`src/rtl/mips_multicycle_control_if.sv`:
```
// ----------------------------------------------------------------------------
// mips_multicycle_control_if
//
// Groups the signals exchanged between the multi-cycle control sequencer and
// the shared-memory MIPS datapath.
//   opcode      : instruction[31:26] from the instruction register
//   mem_ready   : memory completes the current access this cycle
//   pc_write .. alu_src_a : single-bit datapath controls
//   alu_src_b   : 00 rt, 01 constant 4, 10 sign-ext imm, 11 shifted imm
//   alu_op      : 00 add, 01 sub, 10 funct, 11 addi
//   pc_source   : 00 ALU, 01 ALUOut, 10 jump target
//   instr_done  : pulse in the final cycle of each instruction
//   trap        : pulse in the TRAP cycle; trap_cause 0 illegal, 1 timeout
//   state       : current sequencer state, for debug
//
// master : the controller (consumes opcode/mem_ready, drives the controls)
// slave  : the datapath side
// ----------------------------------------------------------------------------
interface mips_multicycle_control_if;
    logic [5:0] opcode;
    logic       mem_ready;
    logic       pc_write;
    logic       pc_write_cond;
    logic       branch_ne;
    logic       i_or_d;
    logic       mem_read;
    logic       mem_write;
    logic       ir_write;
    logic       mem_to_reg;
    logic       reg_dst;
    logic       reg_write;
    logic       alu_src_a;
    logic [1:0] alu_src_b;
    logic [1:0] alu_op;
    logic [1:0] pc_source;
    logic       instr_done;
    logic       trap;
    logic       trap_cause;
    logic [3:0] state;

    modport master (
        input  opcode, mem_ready,
        output pc_write, pc_write_cond, branch_ne, i_or_d, mem_read, mem_write,
               ir_write, mem_to_reg, reg_dst, reg_write, alu_src_a,
               alu_src_b, alu_op, pc_source, instr_done, trap, trap_cause,
               state
    );

    modport slave (
        output opcode, mem_ready,
        input  pc_write, pc_write_cond, branch_ne, i_or_d, mem_read, mem_write,
               ir_write, mem_to_reg, reg_dst, reg_write, alu_src_a,
               alu_src_b, alu_op, pc_source, instr_done, trap, trap_cause,
               state
    );
endinterface

```
`src/rtl/mips_multicycle_control.sv`:
```
// ----------------------------------------------------------------------------
// mips_multicycle_control
//
// Moore control sequencer for the multi-cycle MIPS datapath. Steps each
// instruction through fetch / decode / execute / memory / writeback, waits
// on memory wait states with a bounded timeout, and traps illegal opcodes.
//
// Ports:
//   clk   : rising-edge clock
//   rst_n : asynchronous active-low reset
//   bus   : mips_multicycle_control_if.master (opcode, mem_ready in;
//           datapath controls, instr_done, trap, trap_cause, state out)
// Parameters:
//   WAIT_LIMIT : max not-ready cycles per access (0 = no timeout)
//   CNT_W      : wait counter width, 2**CNT_W > WAIT_LIMIT
// Optional feature macro:
//   CTRL_BNE_EN : decode opcode 000101 (bne) to BRANCH with branch_ne = 1
// ----------------------------------------------------------------------------
module mips_multicycle_control #(
    parameter int WAIT_LIMIT = 15,
    parameter int CNT_W      = 4
) (
    input  logic                       clk,
    input  logic                       rst_n,
    mips_multicycle_control_if.master  bus
);

    typedef enum logic [3:0] {
        S_FETCH    = 4'd0,
        S_DECODE   = 4'd1,
        S_MEM_ADDR = 4'd2,
        S_MEM_RD   = 4'd3,
        S_MEM_WB   = 4'd4,
        S_MEM_WR   = 4'd5,
        S_EXEC     = 4'd6,
        S_R_WB     = 4'd7,
        S_BRANCH   = 4'd8,
        S_JUMP     = 4'd9,
        S_ADDI_EX  = 4'd10,
        S_ADDI_WB  = 4'd11,
        S_TRAP     = 4'd12
    } state_t;

    localparam logic [CNT_W-1:0] LIMIT   = CNT_W'(WAIT_LIMIT);
    localparam logic [CNT_W-1:0] CNT_ONE = CNT_W'(1);

    state_t             state_q, state_d;
    logic [CNT_W-1:0]   cnt_q, cnt_d;
    logic               cause_q, cause_d;
    // Outputs are held at zero for the first cycle after reset release.
    logic               active_q;
    logic               timeout;
    logic               wait_state;
`ifdef CTRL_BNE_EN
    logic               bne_q, bne_d;
`endif

    always_ff @(posedge clk or negedge rst_n) begin
        if (!rst_n) begin
            state_q  <= S_FETCH;
            cnt_q    <= '0;
            cause_q  <= 1'b0;
            active_q <= 1'b0;
`ifdef CTRL_BNE_EN
            bne_q    <= 1'b0;
`endif
        end else begin
            state_q  <= state_d;
            cnt_q    <= cnt_d;
            cause_q  <= cause_d;
            active_q <= 1'b1;
`ifdef CTRL_BNE_EN
            bne_q    <= bne_d;
`endif
        end
    end

    assign wait_state = (state_q == S_FETCH) || (state_q == S_MEM_RD) ||
                        (state_q == S_MEM_WR);
    // A ready memory in the limit cycle still completes the access.
    assign timeout = (WAIT_LIMIT != 0) && (cnt_q == LIMIT) && !bus.mem_ready;

    always_comb begin
        state_d = state_q;
        cnt_d   = cnt_q;
        cause_d = cause_q;
`ifdef CTRL_BNE_EN
        bne_d   = bne_q;
`endif
        case (state_q)
            S_FETCH: begin
                if (bus.mem_ready) begin
                    state_d = S_DECODE;
                end else if (timeout) begin
                    state_d = S_TRAP;
                    cause_d = 1'b1;
                end
            end
            S_DECODE: begin
                case (bus.opcode)
                    6'b000000:            state_d = S_EXEC;
                    6'b100011, 6'b101011: state_d = S_MEM_ADDR;
                    6'b000100: begin
                        state_d = S_BRANCH;
`ifdef CTRL_BNE_EN
                        bne_d   = 1'b0;
`endif
                    end
`ifdef CTRL_BNE_EN
                    6'b000101: begin
                        state_d = S_BRANCH;
                        bne_d   = 1'b1;
                    end
`endif
                    6'b000010:            state_d = S_JUMP;
                    6'b001000:            state_d = S_ADDI_EX;
                    default: begin
                        state_d = S_TRAP;
                        cause_d = 1'b0;
                    end
                endcase
            end
            // Only lw and sw reach MEM_ADDR; opcode bit 3 separates them.
            S_MEM_ADDR: state_d = bus.opcode[3] ? S_MEM_WR : S_MEM_RD;
            S_MEM_RD, S_MEM_WR: begin
                if (bus.mem_ready) begin
                    state_d = (state_q == S_MEM_RD) ? S_MEM_WB : S_FETCH;
                end else if (timeout) begin
                    state_d = S_TRAP;
                    cause_d = 1'b1;
                end
            end
            S_EXEC:    state_d = S_R_WB;
            S_ADDI_EX: state_d = S_ADDI_WB;
            default:   state_d = S_FETCH;
        endcase

        // The sequencer does not advance until the masking cycle is over.
        if (!active_q) begin
            state_d = state_q;
            cause_d = cause_q;
        end

        // Counter restarts whenever a state is entered and counts stalls.
        if (state_d != state_q) begin
            cnt_d = '0;
        end else if (active_q && wait_state && !bus.mem_ready) begin
            cnt_d = cnt_q + CNT_ONE;
        end
    end

    always_comb begin
        bus.pc_write      = 1'b0;
        bus.pc_write_cond = 1'b0;
        bus.branch_ne     = 1'b0;
        bus.i_or_d        = 1'b0;
        bus.mem_read      = 1'b0;
        bus.mem_write     = 1'b0;
        bus.ir_write      = 1'b0;
        bus.mem_to_reg    = 1'b0;
        bus.reg_dst       = 1'b0;
        bus.reg_write     = 1'b0;
        bus.alu_src_a     = 1'b0;
        bus.alu_src_b     = 2'b00;
        bus.alu_op        = 2'b00;
        bus.pc_source     = 2'b00;
        bus.instr_done    = 1'b0;
        bus.trap          = 1'b0;
        bus.trap_cause    = 1'b0;
        bus.state         = 4'd0;
        if (active_q) begin
            bus.state = state_q;
            case (state_q)
                S_FETCH: begin
                    bus.mem_read  = 1'b1;
                    bus.alu_src_b = 2'b01;
                    bus.ir_write  = bus.mem_ready;
                    bus.pc_write  = bus.mem_ready;
                end
                S_DECODE: bus.alu_src_b = 2'b11;
                S_MEM_ADDR: begin
                    bus.alu_src_a = 1'b1;
                    bus.alu_src_b = 2'b10;
                end
                S_MEM_RD: begin
                    bus.mem_read = 1'b1;
                    bus.i_or_d   = 1'b1;
                end
                S_MEM_WB: begin
                    bus.mem_to_reg = 1'b1;
                    bus.reg_write  = 1'b1;
                    bus.instr_done = 1'b1;
                end
                S_MEM_WR: begin
                    bus.mem_write  = 1'b1;
                    bus.i_or_d     = 1'b1;
                    bus.instr_done = bus.mem_ready;
                end
                S_EXEC: begin
                    bus.alu_src_a = 1'b1;
                    bus.alu_op    = 2'b10;
                end
                S_R_WB: begin
                    bus.reg_dst    = 1'b1;
                    bus.reg_write  = 1'b1;
                    bus.instr_done = 1'b1;
                end
                S_BRANCH: begin
                    bus.alu_src_a     = 1'b1;
                    bus.alu_op        = 2'b01;
                    bus.pc_write_cond = 1'b1;
                    bus.pc_source     = 2'b01;
                    bus.instr_done    = 1'b1;
`ifdef CTRL_BNE_EN
                    bus.branch_ne     = bne_q;
`endif
                end
                S_JUMP: begin
                    bus.pc_write   = 1'b1;
                    bus.pc_source  = 2'b10;
                    bus.instr_done = 1'b1;
                end
                S_ADDI_EX: begin
                    bus.alu_src_a = 1'b1;
                    bus.alu_src_b = 2'b10;
                    bus.alu_op    = 2'b11;
                end
                S_ADDI_WB: begin
                    bus.reg_write  = 1'b1;
                    bus.instr_done = 1'b1;
                end
                S_TRAP: begin
                    bus.trap       = 1'b1;
                    bus.trap_cause = cause_q;
                end
                default: ;
            endcase
        end
    end

endmodule

```
`src/flat_wrapper.sv`:
```
// flat-port wrapper written by rule: the top's interface ports become plain ports
module mips_multicycle_control_flat 
#(
    parameter int WAIT_LIMIT = 15,
    parameter int CNT_W      = 4
)
  (clk, rst_n, bus_opcode, bus_mem_ready, bus_pc_write, bus_pc_write_cond, bus_branch_ne, bus_i_or_d, bus_mem_read, bus_mem_write, bus_ir_write, bus_mem_to_reg, bus_reg_dst, bus_reg_write, bus_alu_src_a, bus_alu_src_b, bus_alu_op, bus_pc_source, bus_instr_done, bus_trap, bus_trap_cause, bus_state);
  mips_multicycle_control_if bus_i ();
  input  logic clk;
  input  logic rst_n;
  input wire logic [$bits(bus_i.opcode)-1:0] bus_opcode;
  input wire logic [$bits(bus_i.mem_ready)-1:0] bus_mem_ready;
  output wire logic [$bits(bus_i.pc_write)-1:0] bus_pc_write;
  output wire logic [$bits(bus_i.pc_write_cond)-1:0] bus_pc_write_cond;
  output wire logic [$bits(bus_i.branch_ne)-1:0] bus_branch_ne;
  output wire logic [$bits(bus_i.i_or_d)-1:0] bus_i_or_d;
  output wire logic [$bits(bus_i.mem_read)-1:0] bus_mem_read;
  output wire logic [$bits(bus_i.mem_write)-1:0] bus_mem_write;
  output wire logic [$bits(bus_i.ir_write)-1:0] bus_ir_write;
  output wire logic [$bits(bus_i.mem_to_reg)-1:0] bus_mem_to_reg;
  output wire logic [$bits(bus_i.reg_dst)-1:0] bus_reg_dst;
  output wire logic [$bits(bus_i.reg_write)-1:0] bus_reg_write;
  output wire logic [$bits(bus_i.alu_src_a)-1:0] bus_alu_src_a;
  output wire logic [$bits(bus_i.alu_src_b)-1:0] bus_alu_src_b;
  output wire logic [$bits(bus_i.alu_op)-1:0] bus_alu_op;
  output wire logic [$bits(bus_i.pc_source)-1:0] bus_pc_source;
  output wire logic [$bits(bus_i.instr_done)-1:0] bus_instr_done;
  output wire logic [$bits(bus_i.trap)-1:0] bus_trap;
  output wire logic [$bits(bus_i.trap_cause)-1:0] bus_trap_cause;
  output wire logic [$bits(bus_i.state)-1:0] bus_state;
  assign bus_i.opcode = bus_opcode;
  assign bus_i.mem_ready = bus_mem_ready;
  assign bus_pc_write = bus_i.pc_write;
  assign bus_pc_write_cond = bus_i.pc_write_cond;
  assign bus_branch_ne = bus_i.branch_ne;
  assign bus_i_or_d = bus_i.i_or_d;
  assign bus_mem_read = bus_i.mem_read;
  assign bus_mem_write = bus_i.mem_write;
  assign bus_ir_write = bus_i.ir_write;
  assign bus_mem_to_reg = bus_i.mem_to_reg;
  assign bus_reg_dst = bus_i.reg_dst;
  assign bus_reg_write = bus_i.reg_write;
  assign bus_alu_src_a = bus_i.alu_src_a;
  assign bus_alu_src_b = bus_i.alu_src_b;
  assign bus_alu_op = bus_i.alu_op;
  assign bus_pc_source = bus_i.pc_source;
  assign bus_instr_done = bus_i.instr_done;
  assign bus_trap = bus_i.trap;
  assign bus_trap_cause = bus_i.trap_cause;
  assign bus_state = bus_i.state;
  mips_multicycle_control #(.WAIT_LIMIT(WAIT_LIMIT), .CNT_W(CNT_W)) u_core (.clk(clk), .rst_n(rst_n), .bus(bus_i));
endmodule
```
`config.mk`:
```
export PLATFORM = sky130hd
export DESIGN_NAME = mips_multicycle_control_flat
export DESIGN_NICKNAME = d
export VERILOG_FILES = /design/src/rtl/mips_multicycle_control_if.sv /design/src/rtl/mips_multicycle_control.sv /design/src/flat_wrapper.sv
export SDC_FILE = /design/constraint.sdc
export NUM_CORES = 1
export LEC_CHECK = 0
export ABC_AREA = 0
export CORE_MARGIN = 2
export CORE_UTILIZATION = 46
export CTS_CLUSTER_SIZE = 14
export DETAILED_ROUTE_END_ITERATION = 7
export GPL_ROUTABILITY_DRIVEN = 0
export HOLD_SLACK_MARGIN = 0.06
export PLACE_DENSITY = 0.84
export SLEW_MARGIN = 30
export SYNTH_ARGS = -nofsm -noshare
export SYNTH_HDL_FRONTEND = slang
export SYNTH_SLANG_ARGS = --single-unit
```
`constraint.sdc`:
```
create_clock -name clk -period 1.7 [get_ports clk]
set_input_delay 0.34 -clock clk [delete_from_list [all_inputs] [get_ports clk]]
set_output_delay 0.34 -clock clk [all_outputs]
set_load 0.05 [all_outputs]
```
==> out/qor.yml, run 1 <==
clock_sinks: 10
syn-cell-area_mm2: 0.00103
avgSynthCellArea_um2: 7.55
hold_buffers: 0
cts_root_buffer: "clkbuf_4"
syn_nets: 146
pin_count: 33
hpwl_um: 3090
numPortBuffers: 31
synth_warnings: 0
synthFlopType: "dfrtp_1"
synth_edf_count: 0
place_inst: 212
htreeDepth: 1
initial_core_util_pct: 47.3
cts_buffers: 3
cts_setup_buffers: 17
ctsResizeCount: 51
ys_seq_area_share_pct: 24.4
rows: 17
synth_cell_types: 40
clk_path_buf_depth: 2
async_flop_share_pct: 100
ys_seq_elements: 10
stop_stage: "clock tree synthesis (4_1_cts)"
synthCells: 136
die_width_um: 51.3
status: "stopped before the end"
fp.dieH_um: 51.3
first-error: "[ERROR DPL-0033] detailed placement checks failed during check placement."
-- synthesized netlist by cell type, types with 3 or more instances --
master    count  area (um^2)
nor2_1       15         56.3
o21ai_0      12         60.1
dfrtp_1      10          250
nand2_1      10         37.5
a21oi_1       8         40.0
inv_1         8         30.0
nor3_1        8         40.0
nand3_1       7         35.0
and3_1        6         37.5
xor2_1        5         43.8
buf_6         4         45.0
nor4_1        4         25.0
nand2b_1      3         18.8
o22ai_1       3         18.8
or2_2         3         18.8
-- metrics by stage --
step	hold WS, ns	instance area, um^2	setup TNS, ns	util, %	setup WS (ns)
after floorplan	0.0444	1190	-1.68	-	-0.329
after global placement	0.531	1820	-0.127	83.9	-0.0413
after detailed placement	0.548	1820	-0.752	83.9	-0.142
-- cells by family after synthesis --
group / count (synthesis) / synth area share (%)
AND/OR/NAND/NOR: 62 / 32.2
AO/OA/AOI/OAI: 37 / 24.0
buffers and inverters: 18 / 12.4
flip-flops: 10 / 24.4
XOR/XNOR: 6 / 5.12
other: 2 / 0.731
adder cells (fa/ha/maj): 1 / 1.22
==> run 2: changes to the inputs <==
- CORE_AREA: default -> 2 2 63 65
- CORE_MARGIN: 2 -> default
- CORE_UTILIZATION: 46 -> default
- CTS_CLUSTER_SIZE: 14 -> default
- DIE_AREA: default -> 0 0 65 67
- HOLD_SLACK_MARGIN: 0.06 -> default
- PLACE_DENSITY: 0.84 -> default
- PLACE_DENSITY_LB_ADDON: default -> 0.15
==> out/qor.yml, run 2 <==
status: "finished with violations"
violations: "setup timing"
rows: 22  # +5
reg2reg_slack_ns: -0.07
fin_hold_ws_ns: 0.414
die-area_mm2: 0.00436
slowest_stage: "dfrtp_2"
netlist_top_cells_count: "15 x nor2_1, 12 x o21ai_0, 10 x dfrtp_1, 10 x nand2_1"
die_width_um: 65  # +27%
crit_path_start_kind: "flop"
cap_violations: 0
routed_wl_um: 4040
ir_drop_mv: 0.833
synth_warnings: 0  # unchanged
drive_gt1_share_pct: 62.0
hold_buffers: 0  # unchanged
synth_top_area_cell: "dfrtp_1"
cp_max_fo: 7
hold_class: "in -> async"
cts_root_buffer: "clkbuf_8"
hpwl_um: 2730  # -11%
grt_pass1_wl_um: 5950
worst_clock_skew_ns: 0.00445
initial_core_util_pct: 28.5  # -19 points
avgSynthCellArea_um2: 7.55  # unchanged
clkLatencyLatePin_ns: 0.24
p_total_mw: 3.33
syn-cell-area_mm2: 0.00103  # unchanged
leakage_nw: 1.02
ys_seq_area_share_pct: 24.4  # unchanged
cp.required_ns: 1.36
numPortBuffers: 31  # unchanged
synthCells: 136  # unchanged
cp_top_family: "simple AND/OR/NAND/NOR gates"
vias: 1336
syn2layout_area_growth_pct: 137
htreeDepth: 1  # unchanged
critPathMaxStageDelay_ns: 0.46
place_inst: 237  # +12%
yosysMostFrequentCell: "nor2_1"
fin_crit_ns: 1.87
ys_seq_elements: 10  # unchanged
cts.clk_slew.worst_paths_ns: 0.05
p_per_area_mw_per_mm2: 1370
cts_tree: "built"
grt_overflow: 0
critical_path.endpoint_type: "primary output"
synth_edf_count: 0  # unchanged
setup_viol: 21
cp.buffers_inverters: 1
synth.top_cell.area_share_pct: 24.4  # unchanged
criticalPathCategory: "reg -> out"
clock_sinks: 10  # unchanged
gr-usage-all-layers_pct: 17.6
drcViolationCount: 0
via_per_inst: 4.97
syn_nets: 146  # unchanged
drt-initial-drc-count: 48
final_antenna_net_count: 0
period_share_pct: 110
synthFlopType: "dfrtp_1"
top_regs: "u_core.cnt_q (4), u_core.state_q (4)"
final_common_cell: "buf_4"
pin_count: 33  # unchanged
grt_setup_unrepaired: "yes"
synth_cell_types: 40  # unchanged
fin_nets: 232
final_cells: 269
path_cells: "or2b_1 -> o21ai_1 -> and3_1 -> buf_12"
fp.dieH_um: 67  # +31%
layout_common_cells: "37 x buf_4, 23 x buf_12, 21 x buf_6"
grt_start_max_net_pins: 11
avgRoutedWirePerCell_um: 15.0
first_pass_iters: 4
clk_path_buf_depth: 2  # unchanged
crit_arrival_ns: 1.53
grt_pass1_vias: 1302
synth_area_leaders: "dfrtp_1 24%, o21ai_0 5.8%, nor2_1 5.5%"
core_mm2: 0.00361
antenna_found_initial: 0
cts_buffers: 3  # unchanged
drv_slew: 0
final-hold-violation-count: 0
setup_ws_ns: -0.171
async_flop_share_pct: 100  # unchanged
fillCellCount: 264
n_antenna_cell: 0
max_freq_mhz: 534
## run 2: logic make-up (layout without fill, tap and decap cells)
kind of cell    Yosys count  count (layout)  share of synthesized area [%]
compound gates           37              37                           24.0
xor+xnor                  6               6                           5.12
fa+ha+maj                 1               1                           1.22
buf+inv                  18             103                           12.4
flops                    10              10                           24.4
other cells               2               2                          0.731
simple gates             62              62                           32.2
## run 2: final cells by class
class	instances	area, um^2	area share [%]
flip-flops and latches	10	256	10.5
repair buffers	91	1080	44.6
inverters	8	38.8	1.59
well taps	48	60.1	2.47
multi-input cells	108	950	39.0
clock buffers	4	45.0	1.85
## run 2: per-layer routing
| layer | GRT usage, % | vias to the layer above | routed length, um |
|---|---|---|---|
| met5 | 0 | - | 0 |
| met4 | 7.18 | 0 | 46 |
| met3 | 2.70 | 6 | 148 |
| met2 | 32.0 | 37 | 2180 |
| met1 | 20.6 | 639 | 1670 |
| li1 | - | 654 | - |
## run 2: timing repair
item                       CTS  global route
pin swaps                   15            19
gates resized for setup     34            35
setup endpoints to repair   20            30
setup buffers               15            13
hold endpoints to repair     0             0
## run 2: path summary, 6_finish.rpt
path / startpoint / cells after the start / to
max: u_core.state_q[1] / 4 / bus_alu_src_b[1]
min: rst_n / 1 / u_core.cnt_q[0]
max reg2reg: u_core.state_q[1] / 6 / u_core.state_q[2]
min reg2reg: u_core.cnt_q[1] / 2 / u_core.cnt_q[1]
max in group asynchronous: rst_n / 1 / u_core.state_q[3]
min in group clk: u_core.cnt_q[1] / 2 / u_core.cnt_q[1]
## run 2: metrics by stage
stage,setup TNS [ns],utilization [%],instance area (um^2),setup WS (ns)
2_1_floorplan,-1.68,-,1190,-0.329
3_3_place_gp,-0.425,52.6,1900,-0.182
3_5_place_dp,-0.457,52.6,1900,-0.180
4_1_cts,-1.73,60.4,2180,-0.147
5_1_grt,-3.43,67.5,2430,-0.261
6_report,-1.93,67.5,2430,-0.171
## run 2: power by group
group          total, mW  internal [mW]  switching, mW
clock network      0.249          0.163         0.0857
logic               2.71           1.37           1.34
registers          0.376          0.291         0.0855
Power figures use the tool's default switching activity.
==> run 3: changes to the inputs <==
- CAP_MARGIN: default -> 20
==> results of run 3 <==
No change in the layout: final DEF, timing and power equal those of run 2.
